==> src/rtl/keen_decode_stage_if.sv <==
// Fetch-to-decode handshake, register-file read addresses and the decoded
// instruction bus towards execute.
interface keen_decode_stage_if #(
   parameter int XLEN = 32
);
   localparam int ADDRESS_SIZE = $clog2(XLEN);

   logic                    flush;
   logic                    in_valid;
   logic                    in_ready;
   logic [31:0]             in_instr;
   logic [XLEN-1:0]         in_pc;
   logic [ADDRESS_SIZE-1:0] rs1_address;
   logic [ADDRESS_SIZE-1:0] rs2_address;
   logic                    out_valid;
   logic                    out_ready;
   logic [XLEN-1:0]         out_pc;
   logic [ADDRESS_SIZE-1:0] out_rd;
   logic [XLEN-1:0]         out_imm;
   logic [3:0]              out_funct;
   logic [2:0]              out_class;
   logic                    out_illegal;

   modport slave (
      input  flush, in_valid, in_instr, in_pc, out_ready,
      output in_ready, rs1_address, rs2_address, out_valid, out_pc, out_rd,
             out_imm, out_funct, out_class, out_illegal
   );

   modport master (
      output flush, in_valid, in_instr, in_pc, out_ready,
      input  in_ready, rs1_address, rs2_address, out_valid, out_pc, out_rd,
             out_imm, out_funct, out_class, out_illegal
   );
endinterface

==> src/rtl/keen_decode_stage.sv <==
// RV32I decode stage: one holding register between fetch and execute, with
// register-file read addresses steered so stalled reads stay coherent.
module keen_decode_stage #(
   parameter int XLEN = 32
) (
   input logic                read_clk,
   input logic                reset_clk,
   keen_decode_stage_if.slave bus
);
   localparam int ADDRESS_SIZE = $clog2(XLEN);

   localparam logic [2:0] ClsAluReg = 3'd0;
   localparam logic [2:0] ClsAluImm = 3'd1;
   localparam logic [2:0] ClsLoad   = 3'd2;
   localparam logic [2:0] ClsStore  = 3'd3;
   localparam logic [2:0] ClsBranch = 3'd4;
   localparam logic [2:0] ClsJump   = 3'd5;
   localparam logic [2:0] ClsUpper  = 3'd6;
   localparam logic [2:0] ClsSystem = 3'd7;

   logic [31:0] instr;
   assign instr = bus.in_instr;

   logic [XLEN-1:0] imm_i, imm_s, imm_b, imm_u, imm_j;
   assign imm_i = {{(XLEN-12){instr[31]}}, instr[31:20]};
   assign imm_s = {{(XLEN-12){instr[31]}}, instr[31:25], instr[11:7]};
   assign imm_b = {{(XLEN-13){instr[31]}}, instr[31], instr[7], instr[30:25], instr[11:8],
                   1'b0};
   assign imm_u = {instr[31:12], 12'b0};
   assign imm_j = {{(XLEN-21){instr[31]}}, instr[31], instr[19:12], instr[20], instr[30:21],
                   1'b0};

   logic [XLEN-1:0] dec_imm;
   logic [2:0]      dec_class;
   logic            dec_illegal;
   logic            uses_rs1;
   logic            uses_rs2;
   logic            writes_rd;

   always_comb begin
      dec_imm     = '0;
      dec_class   = ClsSystem;
      dec_illegal = 1'b1;
      uses_rs1    = 1'b0;
      uses_rs2    = 1'b0;
      writes_rd   = 1'b0;
      if (instr[1:0] == 2'b11) begin
         case (instr[6:2])
            5'b01100: begin
               dec_class = ClsAluReg; dec_illegal = 1'b0;
               uses_rs1 = 1'b1; uses_rs2 = 1'b1; writes_rd = 1'b1;
            end
            5'b00100: begin
               dec_class = ClsAluImm; dec_illegal = 1'b0; dec_imm = imm_i;
               uses_rs1 = 1'b1; writes_rd = 1'b1;
            end
            5'b00000: begin
               dec_class = ClsLoad; dec_illegal = 1'b0; dec_imm = imm_i;
               uses_rs1 = 1'b1; writes_rd = 1'b1;
            end
            5'b01000: begin
               dec_class = ClsStore; dec_illegal = 1'b0; dec_imm = imm_s;
               uses_rs1 = 1'b1; uses_rs2 = 1'b1;
            end
            5'b11000: begin
               dec_class = ClsBranch; dec_illegal = 1'b0; dec_imm = imm_b;
               uses_rs1 = 1'b1; uses_rs2 = 1'b1;
            end
            5'b11011: begin
               dec_class = ClsJump; dec_illegal = 1'b0; dec_imm = imm_j;
               writes_rd = 1'b1;
            end
            5'b11001: begin
               dec_class = ClsJump; dec_illegal = 1'b0; dec_imm = imm_i;
               uses_rs1 = 1'b1; writes_rd = 1'b1;
            end
            5'b01101, 5'b00101: begin
               dec_class = ClsUpper; dec_illegal = 1'b0; dec_imm = imm_u;
               writes_rd = 1'b1;
            end
            5'b11100: begin
               dec_class = ClsSystem; dec_illegal = 1'b0; dec_imm = imm_i;
               uses_rs1 = 1'b1; writes_rd = 1'b1;
            end
            // FENCE keeps class SYSTEM but never writes back
            5'b00011: begin
               dec_class = ClsSystem; dec_illegal = 1'b0; dec_imm = imm_i;
               uses_rs1 = 1'b1;
            end
            default: ;
         endcase
      end
   end

   logic [ADDRESS_SIZE-1:0] dec_rs1, dec_rs2, dec_rd;
   assign dec_rs1 = uses_rs1  ? instr[19:15] : '0;
   assign dec_rs2 = uses_rs2  ? instr[24:20] : '0;
   assign dec_rd  = writes_rd ? instr[11:7]  : '0;

   logic                    valid_q;
   logic [XLEN-1:0]         pc_q;
   logic [ADDRESS_SIZE-1:0] rd_q, rs1_q, rs2_q;
   logic [XLEN-1:0]         imm_q;
   logic [3:0]              funct_q;
   logic [2:0]              class_q;
   logic                    illegal_q;

   logic in_ready;
   logic accept;
   assign in_ready = !reset_clk && !bus.flush && (!valid_q || bus.out_ready);
   assign accept   = bus.in_valid && in_ready;

   always_ff @(posedge read_clk or posedge reset_clk) begin
      if (reset_clk) begin
         valid_q   <= 1'b0;
         pc_q      <= '0;
         rd_q      <= '0;
         rs1_q     <= '0;
         rs2_q     <= '0;
         imm_q     <= '0;
         funct_q   <= '0;
         class_q   <= '0;
         illegal_q <= 1'b0;
      end else if (bus.flush) begin
         valid_q <= 1'b0;
      end else if (accept) begin
         valid_q   <= 1'b1;
         pc_q      <= bus.in_pc;
         rd_q      <= dec_rd;
         rs1_q     <= dec_rs1;
         rs2_q     <= dec_rs2;
         imm_q     <= dec_imm;
         funct_q   <= {instr[30], instr[14:12]};
         class_q   <= dec_class;
         illegal_q <= dec_illegal;
      end else if (bus.out_ready) begin
         valid_q <= 1'b0;
      end
   end

   assign bus.in_ready    = in_ready;
   // Stalled: keep presenting the held operands so register-file data stays aligned
   assign bus.rs1_address = in_ready ? dec_rs1 : rs1_q;
   assign bus.rs2_address = in_ready ? dec_rs2 : rs2_q;
   assign bus.out_valid   = valid_q;
   assign bus.out_pc      = pc_q;
   assign bus.out_rd      = rd_q;
   assign bus.out_imm     = imm_q;
   assign bus.out_funct   = funct_q;
   assign bus.out_class   = class_q;
   assign bus.out_illegal = illegal_q;
endmodule

==> src/flat_wrapper.sv <==
// flat-port wrapper written by rule: the top's interface ports become plain ports
module keen_decode_stage_flat 
#(
   parameter int XLEN = 32
)
  (read_clk, reset_clk, bus_flush, bus_in_valid, bus_in_instr, bus_in_pc, bus_out_ready, bus_in_ready, bus_rs1_address, bus_rs2_address, bus_out_valid, bus_out_pc, bus_out_rd, bus_out_imm, bus_out_funct, bus_out_class, bus_out_illegal);
  keen_decode_stage_if #(.XLEN(XLEN)) bus_i ();
  input logic read_clk;
  input logic reset_clk;
  input wire logic [$bits(bus_i.flush)-1:0] bus_flush;
  input wire logic [$bits(bus_i.in_valid)-1:0] bus_in_valid;
  input wire logic [$bits(bus_i.in_instr)-1:0] bus_in_instr;
  input wire logic [$bits(bus_i.in_pc)-1:0] bus_in_pc;
  input wire logic [$bits(bus_i.out_ready)-1:0] bus_out_ready;
  output wire logic [$bits(bus_i.in_ready)-1:0] bus_in_ready;
  output wire logic [$bits(bus_i.rs1_address)-1:0] bus_rs1_address;
  output wire logic [$bits(bus_i.rs2_address)-1:0] bus_rs2_address;
  output wire logic [$bits(bus_i.out_valid)-1:0] bus_out_valid;
  output wire logic [$bits(bus_i.out_pc)-1:0] bus_out_pc;
  output wire logic [$bits(bus_i.out_rd)-1:0] bus_out_rd;
  output wire logic [$bits(bus_i.out_imm)-1:0] bus_out_imm;
  output wire logic [$bits(bus_i.out_funct)-1:0] bus_out_funct;
  output wire logic [$bits(bus_i.out_class)-1:0] bus_out_class;
  output wire logic [$bits(bus_i.out_illegal)-1:0] bus_out_illegal;
  assign bus_i.flush = bus_flush;
  assign bus_i.in_valid = bus_in_valid;
  assign bus_i.in_instr = bus_in_instr;
  assign bus_i.in_pc = bus_in_pc;
  assign bus_i.out_ready = bus_out_ready;
  assign bus_in_ready = bus_i.in_ready;
  assign bus_rs1_address = bus_i.rs1_address;
  assign bus_rs2_address = bus_i.rs2_address;
  assign bus_out_valid = bus_i.out_valid;
  assign bus_out_pc = bus_i.out_pc;
  assign bus_out_rd = bus_i.out_rd;
  assign bus_out_imm = bus_i.out_imm;
  assign bus_out_funct = bus_i.out_funct;
  assign bus_out_class = bus_i.out_class;
  assign bus_out_illegal = bus_i.out_illegal;
  keen_decode_stage #(.XLEN(XLEN)) u_core (.read_clk(read_clk), .reset_clk(reset_clk), .bus(bus_i));
endmodule
==> config.mk <==
export PLATFORM = sky130hd
export DESIGN_NAME = keen_decode_stage_flat
export DESIGN_NICKNAME = d
export VERILOG_FILES = /design/src/rtl/keen_decode_stage_if.sv /design/src/rtl/keen_decode_stage.sv /design/src/flat_wrapper.sv
export SDC_FILE = /design/constraint.sdc
export NUM_CORES = 1
export LEC_CHECK = 0
export BUFFER_PORTS_ARGS = -buffer_cell sky130_fd_sc_hd__buf_2
export CAP_MARGIN = 20
export CORE_MARGIN = 2
export CORE_UTILIZATION = 52
export CTS_BUF_LIST = sky130_fd_sc_hd__clkbuf_8 sky130_fd_sc_hd__clkbuf_16
export CTS_CLUSTER_SIZE = 14
export DETAILED_ROUTE_END_ITERATION = 8
export GPL_TIMING_DRIVEN = 0
export PLACE_DENSITY = 0.85
export SYNTH_ARGS = -nofsm -noshare
export SYNTH_HDL_FRONTEND = slang
export SYNTH_SLANG_ARGS = --single-unit
==> constraint.sdc <==
create_clock -name read_clk -period 5.4 [get_ports read_clk]
set_input_delay 0.54 -clock read_clk [delete_from_list [all_inputs] [get_ports read_clk]]
set_output_delay 0.54 -clock read_clk [all_outputs]
set_load 0.03 [all_outputs]
==> flow_metrics.tcl <==
set metrics [dict create \
    place.detailed.hpwl_mm 8.208 \
    peakVddDrop_mv 0.2151 \
    grt_pass1_vias 3588 \
    synth_area_um2 3920 \
    grt_setup_unrepaired "no" \
    fillCellCount 597 \
    crit_type "input port to output pin" \
    critical_path.max_fanout 10 \
    cts-hold-fix-buffers 0 \
    cts_root_buffer "clkbuf_8" \
    floorplan.initialDensity 0.5376 \
    dr.pass1.iters 5 \
    cts_htree_levels 3 \
    ys.warnings.count 0 \
    cts_buffer_depth 2 \
    die_h_um 90.83 \
    grt_max_degree 61 \
    relSlewSlack 0.5486 \
    ys_ff_latch 88 \
    hold_viol 0 \
    num-nets-final 664 \
    maxCapViolCount 0 \
    cts.sinks 88 \
    postRouteAntennaNets 0 \
    layout.cells.non_filler 699 \
    core-area_um2 7292 \
    reg2reg_to "u_core.bus.out_imm[9]" \
    ff2ff_setup_slack_ps 3280 \
    synthCells 426 \
    r2r_cells 6 \
    async_reset_ff_frac 1.000 \
    synth_ff_type "dfrtp_1" \
    grt_pass1_wl_mm 17.36 \
    drc 0 \
    portBuffers 157 \
    fin_tns_setup_ps 0 \
    gr-total-overflow 0 \
    syn_avg_cell_area_um2 9.202 \
    grt.total_usage 0.2648 \
    vias_per_cell 5.408 \
    leakage_uw 0.002770 \
    ios 158 \
    worstPathRequired_ps 4860 \
    ctsResizeCount 0 \
    area_delta_synth_final_pct 28.50 \
    period_share 0.5752 \
    fmaxAchievable_ghz 0.3219 \
    synth-edff-count 0 \
    ys_types 42 \
    ys_seq_area_frac 0.5618 \
    worstReg2RegStart "u_core.bus.out_valid" \
    placed_cells 683 \
    vias 3780 \
    cts_buffers 9 \
    power_per_cell_area_nw_per_um2 300.0 \
    cts_tree "yes" \
    drive_above_1_share 0.3300 \
    clk_latency_ps 360 \
    post_cts_buffers 0 \
    fp.dieW_um 90.83 \
    num_antenna_cells 0 \
    cp.arrival_ps 2570 \
    drt_iter0_markers 281 \
    max_slew.worst_pin.slew_ps 675.8 \
    end_kind "output pin" \
    critPathLaunchType "input port" \
    std_cell_rows 31 \
    drt-total-wl_mm 10.88 \
    clkTransAtPathRegs_ps 90 \
    grt_antenna_before_repair 0 \
    dieArea_um2 8249 \
    finalSetupViolCount 0 \
    skew_ps 11.79 \
    final_max_slew_viol_count 0 \
    syn_nets 495 \
    period_minus_slack_ps 3106 \
    run_status "finished clean" \
    gp_congestion 0.9199 \
    holdCritPathClass "input port to async pin" \
    wl_per_cell_um 15.57 \
]
==> logic make-up (layout without fill, tap and decap cells) <==
logic type / after synthesis / in the layout / synth area share
flip-flops: 88 / 88 / 0.5618
XOR/XNOR: 1 / 1 / 0.002235
buffers and inverters: 33 / 207 / 0.03574
AND/OR/NAND/NOR: 204 / 204 / 0.2145
adder cells (fa/ha/maj): 1 / 1 / 0.002554
AO/OA/AOI/OAI: 99 / 99 / 0.1832
==> metrics by stage <==
step	utilization	instance area, um^2	total power [uW]	hold slack, ps	worst slack, ps
3_3_place_gp	0.6623	4830	1090	453.3	1627
2_1_floorplan	-	3920	974.9	449.7	2533
5_1_grt	0.6908	5037	1584	205.8	2181
3_5_place_dp	0.6664	4860	1103	456.2	2384
6_report	0.6908	5037	1511	186.8	2294
4_1_cts	0.6908	5037	1517	189.1	2373
==> where the power goes <==
part	total, uW	switching, uW	internal, uW
clock network	420	249	171
logic	346	244	102
registers	745	29.6	715
total	1510	522	989
==> worst max-delay path, stage by stage <==
cell,delay [ps]
buf_2,120
buf_2,180
or2_2,360
a2111oi_2,670
nand2_1,160
o21ai_0,280
buf_2,260
==> flip-flops by register name (all words and copies together) (netlist names) <==
signal / flops
u_core.bus.out_class: 3
u_core.bus.out_funct: 4
u_core.bus.out_illegal: 1
u_core.bus.out_imm: 32
u_core.bus.out_pc: 32
u_core.bus.out_rd: 5
u_core.bus.out_valid: 1
u_core.rs1_q: 5
u_core.rs2_q: 5
==> cells in the final DEF, fill, tap and decap left out, drive strengths merged, types with 3 or more instances in the layout <==
cell	Yosys	routed
buf	8	166
nand2	165	165
dfrtp	88	88
a22o	33	33
o21ai	32	32
clkbuf	18	27
a21oi	15	15
nor2	12	12
inv	7	11
nor3	5	5
nor2b	4	4
a22oi	4	4
nand2b	3	3
nand3	3	3
or2	3	3
==> cell usage after synthesis, types with 2 or more instances <==
cell | count | share of area
a22oi_1 | 4 | 0.0077
o21ai_2 | 10 | 0.022
a221oi_1 | 2 | 0.0045
clkbuf_1 | 18 | 0.017
a21oi_1 | 15 | 0.019
a22o_1 | 33 | 0.074
o22a_1 | 2 | 0.0045
nor2b_1 | 4 | 0.0064
a21o_1 | 2 | 0.0038
nor2_1 | 12 | 0.011
o21a_1 | 2 | 0.0038
nand2_1 | 165 | 0.16
dfrtp_1 | 88 | 0.56
nand3_1 | 3 | 0.0038
nand2b_1 | 3 | 0.0048
inv_1 | 6 | 0.0057
buf_2 | 7 | 0.0089
and3_1 | 2 | 0.0032
nor3_1 | 4 | 0.0051
o21ai_0 | 22 | 0.028
==> final cells by class <==
cell class                 instances  area, um^2  area share
timing repair buffer             158       813.3      0.1615
sequential                        88        2202      0.4372
tap                               99       123.9     0.02459
clock buffer                       9       123.9     0.02459
buffer                            26       113.9     0.02260
multi-input combinational        305        1578      0.3132
clock inverter                     7       53.80     0.01068
inverter                           7       28.78    0.005713
==> per-layer routing <==
layer / part of all wire / track usage / up-vias
met5: 0 / 0 / -
met4: 0.035 / 0.1199 / 0
met3: 0.064 / 0.04841 / 30
met2: 0.48 / 0.4266 / 178
met1: 0.42 / 0.3512 / 1799
li1: - / - / 1773
==> worst max-delay path by stage <==
stage / startpoint / to / slack (ps) / cells past startpoint
final: bus_in_instr[3] / bus_rs2_address[4] / 2290 / 7
after detailed placement: bus_in_instr[3] / bus_rs2_address[2] / 2380 / 7
after floorplan: bus_in_instr[3] / bus_rs2_address[0] / 2530 / 5
after global routing: bus_in_instr[3] / bus_rs2_address[4] / 2180 / 7
after global placement: reset_clk / u_core.bus.out_imm[23] / 1630 / 2
after CTS: bus_in_instr[3] / bus_rs2_address[2] / 2370 / 7
No activity file was read; power rests on OpenSTA's default activity.
